## src/rtl/section1_pkg.sv

```systemverilog
// Shared types and constants for the section 1 a0 divide sequencer.
// Output decode lives here so the FSM stays a pure next-state block.
package section1_pkg;

  typedef enum logic [2:0] {
    IDLE,
    LOAD,
    CHECK,
    SUB,
    DONE
  } s1_state_t;

  localparam logic [15:0] S1_MAX_ITER_DEFAULT = 16'hFFFF;

  localparam logic MUX_SEL_A0_IN = 1'b0;
  localparam logic MUX_SEL_REG   = 1'b1;
  localparam logic MUX_SEL_SUB   = 1'b1;

  typedef struct packed {
    logic ctrl1;
    logic ctrl2;
    logic ctrl6;
    logic ctrl7;
    logic busy;
    logic done;
  } s1_out_t;

  function automatic s1_out_t s1_decode(
    input s1_state_t st,
    input logic      src
  );
    s1_out_t o;
    o = '0;
    unique case (st)
      LOAD: begin
        o.ctrl1 = src;
        o.ctrl2 = 1'b0;
        o.ctrl7 = 1'b1;
      end
      SUB: begin
        o.ctrl1 = src;
        o.ctrl2 = MUX_SEL_SUB;
        o.ctrl7 = 1'b1;
      end
      DONE: begin
        o.ctrl6 = 1'b1;
        o.done  = 1'b1;
      end
      default: o = '0;
    endcase
    o.busy = (st != IDLE);
    return o;
  endfunction

endpackage

```

## src/rtl/section1_ctrl_iter_counter16.sv

```systemverilog
// 16-bit iteration counter with synchronous clear, increment enable
// and an equality flag against a limit.
module iter_counter16 (
  input  logic        clk_i,
  input  logic        rst_ni,
  input  logic        clr_i,
  input  logic        inc_i,
  input  logic [15:0] lim_i,
  output logic [15:0] cnt_o,
  output logic        hit_o
);

  logic [15:0] cnt_q;
  logic [15:0] cnt_d;

  always_comb begin
    cnt_d = cnt_q;
    if (clr_i) begin
      cnt_d = '0;
    end else if (inc_i) begin
      cnt_d = cnt_q + 16'd1;
    end
  end

  always_ff @(posedge clk_i or negedge rst_ni) begin
    if (!rst_ni) begin
      cnt_q <= '0;
    end else begin
      cnt_q <= cnt_d;
    end
  end

  assign cnt_o = cnt_q;
  assign hit_o = (cnt_q == lim_i);

endmodule

```

## src/rtl/section1_ctrl.sv

```systemverilog
// Section 1 sequencer: repeated-subtraction divide on the a0 register,
// driving mux selects / write enables and counting the quotient.
module section1_ctrl
  import section1_pkg::*;
#(
  parameter logic [15:0] MAX_ITER = S1_MAX_ITER_DEFAULT
) (
  input  logic        CLK,
  input  logic        RST_N,
  input  logic        start,
  input  logic        src_sel,
  input  logic        ge,
  input  logic        div_zero,
  output logic        CTRL1,
  output logic        CTRL2,
  output logic        CTRL6,
  output logic        CTRL7,
  output logic        busy,
  output logic        done,
  output logic [15:0] quotient,
  output logic        overflow,
  output logic        err
);

  s1_state_t state_q, state_d;
  logic      src_q, src_d;
  logic      err_q, err_d;
  logic      ovf_q, ovf_d;
  s1_out_t   out_q;
  logic      cnt_clr;
  logic      cnt_inc;
  logic      cnt_hit;

  iter_counter16 u_cnt (
    .clk_i  (CLK),
    .rst_ni (RST_N),
    .clr_i  (cnt_clr),
    .inc_i  (cnt_inc),
    .lim_i  (MAX_ITER),
    .cnt_o  (quotient),
    .hit_o  (cnt_hit)
  );

  always_comb begin
    state_d = state_q;
    src_d   = src_q;
    err_d   = err_q;
    ovf_d   = ovf_q;
    cnt_clr = 1'b0;
    cnt_inc = 1'b0;
    unique case (state_q)
      IDLE: begin
        if (start) begin
          state_d = LOAD;
          src_d   = src_sel;
          err_d   = 1'b0;
          ovf_d   = 1'b0;
          cnt_clr = 1'b1;
        end
      end
      LOAD: state_d = CHECK;
      CHECK: begin
        // Cap test precedes the increment, so quotient never wraps.
        unique case (1'b1)
          div_zero: begin
            err_d   = 1'b1;
            state_d = DONE;
          end
          (!div_zero && ge && cnt_hit): begin
            ovf_d   = 1'b1;
            state_d = DONE;
          end
          (!div_zero && ge && !cnt_hit): begin
            state_d = SUB;
          end
          default: state_d = DONE;
        endcase
      end
      SUB: begin
        cnt_inc = 1'b1;
        state_d = CHECK;
      end
      DONE: state_d = IDLE;
      default: state_d = IDLE;
    endcase
  end

  // Outputs are decoded from the next state so they are registered
  // yet line up with the state they belong to.
  always_ff @(posedge CLK or negedge RST_N) begin
    if (!RST_N) begin
      state_q <= IDLE;
      src_q   <= MUX_SEL_A0_IN;
      err_q   <= 1'b0;
      ovf_q   <= 1'b0;
      out_q   <= '0;
    end else begin
      state_q <= state_d;
      src_q   <= src_d;
      err_q   <= err_d;
      ovf_q   <= ovf_d;
      out_q   <= s1_decode(state_d, src_d);
    end
  end

  assign CTRL1    = out_q.ctrl1;
  assign CTRL2    = out_q.ctrl2;
  assign CTRL6    = out_q.ctrl6;
  assign CTRL7    = out_q.ctrl7;
  assign busy     = out_q.busy;
  assign done     = out_q.done;
  assign overflow = ovf_q;
  assign err      = err_q;

endmodule

```

## config.mk

```make
export PLATFORM = sky130hd
export DESIGN_NAME = section1_ctrl
export DESIGN_NICKNAME = d
export VERILOG_FILES = /design/src/rtl/section1_pkg.sv /design/src/rtl/section1_ctrl_iter_counter16.sv /design/src/rtl/section1_ctrl.sv
export SDC_FILE = /design/constraint.sdc
export NUM_CORES = 1
export LEC_CHECK = 0
export CAP_MARGIN = 20
export CORE_ASPECT_RATIO = 0.9
export CORE_MARGIN = 5
export CORE_UTILIZATION = 46
export DETAILED_ROUTE_END_ITERATION = 12
export PLACE_DENSITY_LB_ADDON = 0.08
export SYNTH_ARGS = -nofsm -noshare
export SYNTH_HDL_FRONTEND = slang
export SYNTH_SLANG_ARGS = --single-unit
```

## constraint.sdc

```tcl
create_clock -name CLK -period 2.34 [get_ports CLK]
set_input_delay 0.468 -clock CLK [delete_from_list [all_inputs] [get_ports CLK]]
set_output_delay 0.468 -clock CLK [all_outputs]
set_load 0.01 [all_outputs]
```

==> impl_metrics.csv, run 1 <==
group,metric,value,unit
floorplan,die-area,3940,µm²
critical_path,path_class,"reg -> reg",
synthesis,synth-edff-count,0,
clock_tree,ctsResizeCount,0,
sta,whs,480,ps
drt,finalWirelength,2.67,mm
critical_path,end_kind,"register",
sta,slew_viol_final,0,
job,max-cap-violations,0,
final_layout,drive_gt1_share,8.07,%
clock_tree,clock_tree.root_cell,"clkbuf_4",
pwr,ir_drop,0.000459,V
synthesis,netlist_instances,130,
final_layout,nNetsFinal,169,
grt,grt_pass1_vias,991,
floorplan,core_area,2700,µm²
placed_design,gp_congestion,0.799,
synthesis,avgSynthCellArea,9.86,µm²
drt,drc_errors,0,
critical_path,crit_start,"u_cnt.cnt_o[0]",
synthesis,yosysMostFrequentCell,"dfrtp_1",
sta,tightest_slew,690,ps
critical_path,rr_startpoint,"u_cnt.cnt_o[0]",
critical_path,rrSetupSlack,400,ps
synthesis,synth_top_area_share,52.7,%
placed_design,io_buffers,29,
clock_tree,cts_max_level,1,
sta,slew_headroom,53.6,%
floorplan,io_pins,30,
clock_tree,cts_setup_buffers,0,
drt,routedWlPerCell,14.0,µm
sta,min_period_over_period,82.9,%
synthesis,yosysWarningCount,0,
grt,grt_overflow_total,0,
final_layout,final_core_utilization,60.5,%
pwr,power_density,768,nW/µm²
pwr,p_leak,0.722,nW
grt,antenna_found_initial,0,
sta,tns,0,ps
clock_tree,cts.clk_slew.worst_paths,150,ps
synthesis,ys_seq_area_share,52.7,%
critical_path,cp_cell_sequence,"ha_1 -> nand2_1 -> nor4_1 -> a21oi_1 -> a31o_2",
clock_tree,clk_latency,340,ps
placed_design,hpwlAfterDp,1.89,mm
sta,period_needed,1940,ps
synthesis,synth_area_leader_cell,"dfrtp_1",
grt,grt_pass1_wl,4.62,mm
grt,grt_use_total,15.9,%
sta,hold_viol,0,
drt,dr.pass1.iters,4,
synthesis,ys_top_cells_by_count,"dfrtp_1 (27), nand2_1 (17), nor2_1 (16)",
critical_path,cp.required,2590,ps
critical_path,crit_arrival,2190,ps
sta,max_freq,0.515,GHz
floorplan,die_w,65.6,µm
drt,drt_iter0_markers,33,
sta,skew,13.1,ps
min_path,worstHoldPathType,"in -> async",
sta,rsz0062_at_grt,"false",
critical_path,critical_path.max_stage_delay,660,ps
final_layout,diodes,0,
drt,vias,1040,
floorplan,die_y,60.1,µm
synthesis,syn-num-nets,137,
grt,grt_max_degree,28,
synthesis,synthArstFlopShare,100,%
critical_path,startpoint_type,"register",
critical_path,crit_path_top_delay_cell,"nor4_1",
floorplan,initial_core_util,47.4,%
sta,setup_viol,0,
clock_tree,cts_sinks,27,
clock_tree,numCtsBuffers,3,
floorplan,rows,18,
clock_tree,clockBufferDepth,2,
synthesis,synth_area,1280,µm²
synthesis,ys_ff_latch,27,
drt,final_antenna_net_count,0,
drt,detail_route.vias_per_cell,5.45,
synthesis,ys.flop_type,"dfrtp_1",
synthesis,ys_types,30,
synthesis,netlist_top_cells_area,"dfrtp_1 (53%), nand2_1 (5.0%), xnor2_1 (4.8%), nor2_1 (4.7%), a21oi_1 (4.3%)",
critical_path,path_max_fanout,5,
clock_tree,cts_hold_buf,0,
run_status,status,"finished, final reports clean",
clock_tree,cts_tree,"yes",
final_layout,syn2layout_area_growth,27.5,%
layout make-up:
class	instances	area, µm²
Multi-Input combinational cell	94	567
Timing Repair Buffer	32	313
Clock buffer	4	26.3
Tap cell	30	37.5
Fill cell	243	1070
Sequential cell	27	676
Inverter	4	15.0
kinds of logic after synthesis:
group           after synthesis  share of synthesized area, %
flops                        27                          52.7
compound gates               20                          8.50
fa+ha+maj                     1                         0.976
mux                           2                          1.56
xor+xnor                      7                          4.79
buf+inv                       9                          3.52
simple gates                 64                          27.9
final timing paths:
check                                       end  cells after the start
worst max-delay path            u_cnt.cnt_o[14]                      5
min in group CLK                          src_q                      2
worst min register to register            src_q                      2
worst max register to register  u_cnt.cnt_o[14]                      5
worst min-delay path             u_cnt.cnt_o[2]                      2
max in group asynchronous                 src_q                      2
cell usage in the layout, fill, tap and decap left out, types with 2 or more instances in the layout:
| master | n |
|---|---|
| inv_1 | 4 |
| a21oi_1 | 11 |
| xnor2_1 | 7 |
| nor4_1 | 3 |
| clkdlybuf4s50_1 | 29 |
| mux2i_1 | 2 |
| buf_4 | 3 |
| clkbuf_4 | 3 |
| a31o_2 | 2 |
| nand3_1 | 5 |
| nand2_1 | 17 |
| or4b_1 | 2 |
| nor2b_1 | 3 |
| o21ai_0 | 5 |
| nor3_1 | 6 |
| dfrtp_1 | 27 |
| nor2_1 | 16 |
| nand4_1 | 2 |
worst max-delay path, delay by kind of cell (launching register included):
kind                       cells  cell delay, ps
AOI/OAI and AO/OA              2             400
DFF                            1             450
and+or+nand+nor                2             800
adders and majority gates      1             220
flip-flops by register name (all words and copies together) (netlist names):
name,flops
state_q,3
u_cnt.cnt_o,16
done,1
busy,1
err,1
CTRL7,1
src_q,1
CTRL1,1
CTRL2,1
overflow,1
per-stage QoR:
stage | cell area [µm²] | std cells | worst slack (ps) | total power, mW
6_report | 1630 | 191 | 400 | 1.26
5_1_grt | 1630 | 191 | 236 | 1.34
4_1_cts | 1630 | 191 | 374 | 1.26
3_5_place_dp | 1610 | 187 | 254 | 1.06
3_3_place_gp | 1610 | 187 | 297 | 1.05
2_1_floorplan | 1280 | 130 | 674 | 0.875
routing by layer:
layer / vias up / routed length (µm) / global-route usage [%]
li1: 515 / - / -
met1: 491 / 1320 / 21.8
met2: 29 / 1170 / 23.4
met3: 5 / 112 / 2.82
met4: 0 / 63 / 9.47
met5: - / 0 / 0
power breakdown:
group | total, mW | internal [mW] | switching, mW
logic | 0.410 | 0.207 | 0.203
registers | 0.638 | 0.546 | 0.0918
clock network | 0.208 | 0.0670 | 0.141
Note: power is estimated with default switching activity, not from simulation.
==> run 2, diff against run 1 <==
- CORE_UTILIZATION: 46 -> 44
- clock period: 2.34 -> 1.66 ns (I/O delays scaled with it)
==> run 2 against run 1 <==
  * Utilization up 9.7 points
  * Worst setup slack worse by 360 ps
  * Routed wire length up 15%
  * Highest routed layer unchanged
==> impl_metrics.csv, run 2 (synthesis gave the netlist of run 1 again) <==
group,metric,value,unit
run_status,status,"finished, final reports clean",
clock_tree,clk_latency,330,ps
final_layout,final_cell_mix,"buf_4 (40), dfrtp_1 (27), nand2_1 (17)",
final_layout,diodes,0,
sta,setup_viol,0,
drt,dr.pass1.iters,4,
critical_path,startpoint_type,"register",
final_layout,mostFrequentLayoutCell,"buf_4",
final_layout,syn2layout_area_growth,51.8,%
grt,grt_use_total,17.6,%
final_layout,final_area,1940,µm²
critical_path,cp_num_buf_inv,2,
drt,routedWlPerCell,12.9,µm
pwr,power,1.92,mW
clock_tree,clock_tree.root_cell,"clkbuf_4",
clock_tree,cts_sinks,27,
min_path,worstHoldPathType,"in -> async",
pwr,p_leak,1.02,nW
sta,slew_headroom,68.4,%
sta,slew_viol_final,0,
placed_design,dp_slack,-247,ps
pwr,power_density,987,nW/µm²
critical_path,path_max_fanout,5,
sta,hold_viol,0,
placed_design,io_buffers,29,
sta,min_period_over_period,97.6,%
critical_path,path_class,"reg -> reg",
floorplan,rows,18,
sta,period_needed,1620,ps
floorplan,die_y,61.2,µm
drt,drc_errors,0,
final_layout,drive_gt1_share,27.8,%
critical_path,crit_path_top_delay_cell,"dfrtp_1",
drt,drt_iter0_markers,74,
critical_path,crit_arrival,1860,ps
clock_tree,clockBufferDepth,2,
floorplan,initial_core_util,46.3,%
floorplan,die-area,4090,µm²
grt,grt_pass1_wl,5.33,mm
clock_tree,cts_max_level,1,
floorplan,io_pins,30,
sta,max_freq,0.617,GHz
critical_path,critical_path.max_stage_delay,380,ps
final_layout,fillers,232,
critical_path,critPathTopFamily,"simple AND/OR/NAND/NOR gates",
drt,detail_route.vias_per_cell,4.88,
drt,vias,1161,
final_layout,largest_reg_flops,16,
sta,skew,2.46,ps
grt,grt_overflow_total,0,
grt,grt_max_degree,28,
clock_tree,numCtsBuffers,3,
job,max-cap-violations,0,
drt,finalWirelength,3.08,mm
clock_tree,cts.clk_slew.worst_paths,150,ps
critical_path,end_kind,"register",
pwr,ir_drop,0.000738,V
grt,grt_pass1_vias,1206,
grt,antenna_found_initial,0,
critical_path,crit_top_cell,"buf_4",
final_layout,nNetsFinal,206,
final_layout,final_core_utilization,70.2,%
sta,rsz0062_at_grt,"true",
drt,final_antenna_net_count,0,
floorplan,core_area,2770,µm²
clock_tree,cts_hold_buf,0,
sta,tightest_slew,472,ps
placed_design,placed_area,1800,µm²
critical_path,cp.required,1900,ps
critical_path,cp_cell_sequence,"buf_4 -> nand4_4 -> buf_4 -> nor4_2 -> a21oi_1 -> a31o_2",
clock_tree,cts_tree,"yes",
placed_design,hpwlAfterDp,2.25,mm
sta,worst_slack,40.2,ps
placed_design,gp_congestion,0.832,
floorplan,die_w,66.9,µm
[run 2: changes by cell type in the layout (fill, tap and decap cells not counted), moves of 2 or more]
cell and change:
clkdlybuf4s15_1 +2, buf_4 +37, dlygate4sd2_1 +9, dlymetal6s2s_1 +3
clkdlybuf4s50_1 -14
[run 2: final cells by class]
class	instances	area, µm²	area share (%)
Sequential cell	27	676	34.7
Multi-Input combinational cell	94	587	30.2
Timing Repair Buffer	69	587	30.2
Tap cell	40	50.0	2.57
Clock buffer	3	22.5	1.16
Inverter	4	15.0	0.772
Clock inverter	1	7.51	0.386
[run 2: routing by layer]
layer	global-route usage [%]	share of wire [%]
met4	9.25	1.7
met5	0	0
met1	22.3	48
met2	28.1	46
met3	4.38	4.7
[run 2: repair_timing]
item | 4_1_cts | 5_1_grt
setup buffers | 10 | 4
gates resized for setup | 13 | 7
endpoints found under the setup margin | 18 | 16
pin swaps | 0 | 2
[run 2: where the power goes]
part | total, mW | switching, mW | internal [mW] | leakage [nW]
registers | 0.864 | 0.0934 | 0.770 | 0.366
logic | 0.759 | 0.355 | 0.404 | 0.642
clock network | 0.297 | 0.205 | 0.0925 | 0.0139
total | 1.92 | 0.653 | 1.27 | 1.02
[run 2: worst paths after layout]
path / slack, ps / start / depth (start not counted) / end
hold / removal: 350 / RST_N / 2 / busy
setup reg to reg: 40 / u_cnt.cnt_o[3] / 6 / u_cnt.cnt_o[12]
min in group CLK: 490 / src_q / 2 / src_q
hold reg to reg: 490 / src_q / 2 / src_q
max in group asynchronous: 1050 / RST_N / 2 / err
setup / recovery: 40 / u_cnt.cnt_o[3] / 6 / u_cnt.cnt_o[12]
[run 2: stage by stage]
stage | hold slack [ps] | setup TNS, ps | std cells
after floorplan | 36.4 | 0 | 130
after global placement | 441 | -1540 | 220
after detailed placement | 460 | -1770 | 220
after CTS | 360 | 0 | 234
after global routing | 376 | -192 | 238
final | 350 | 0 | 238
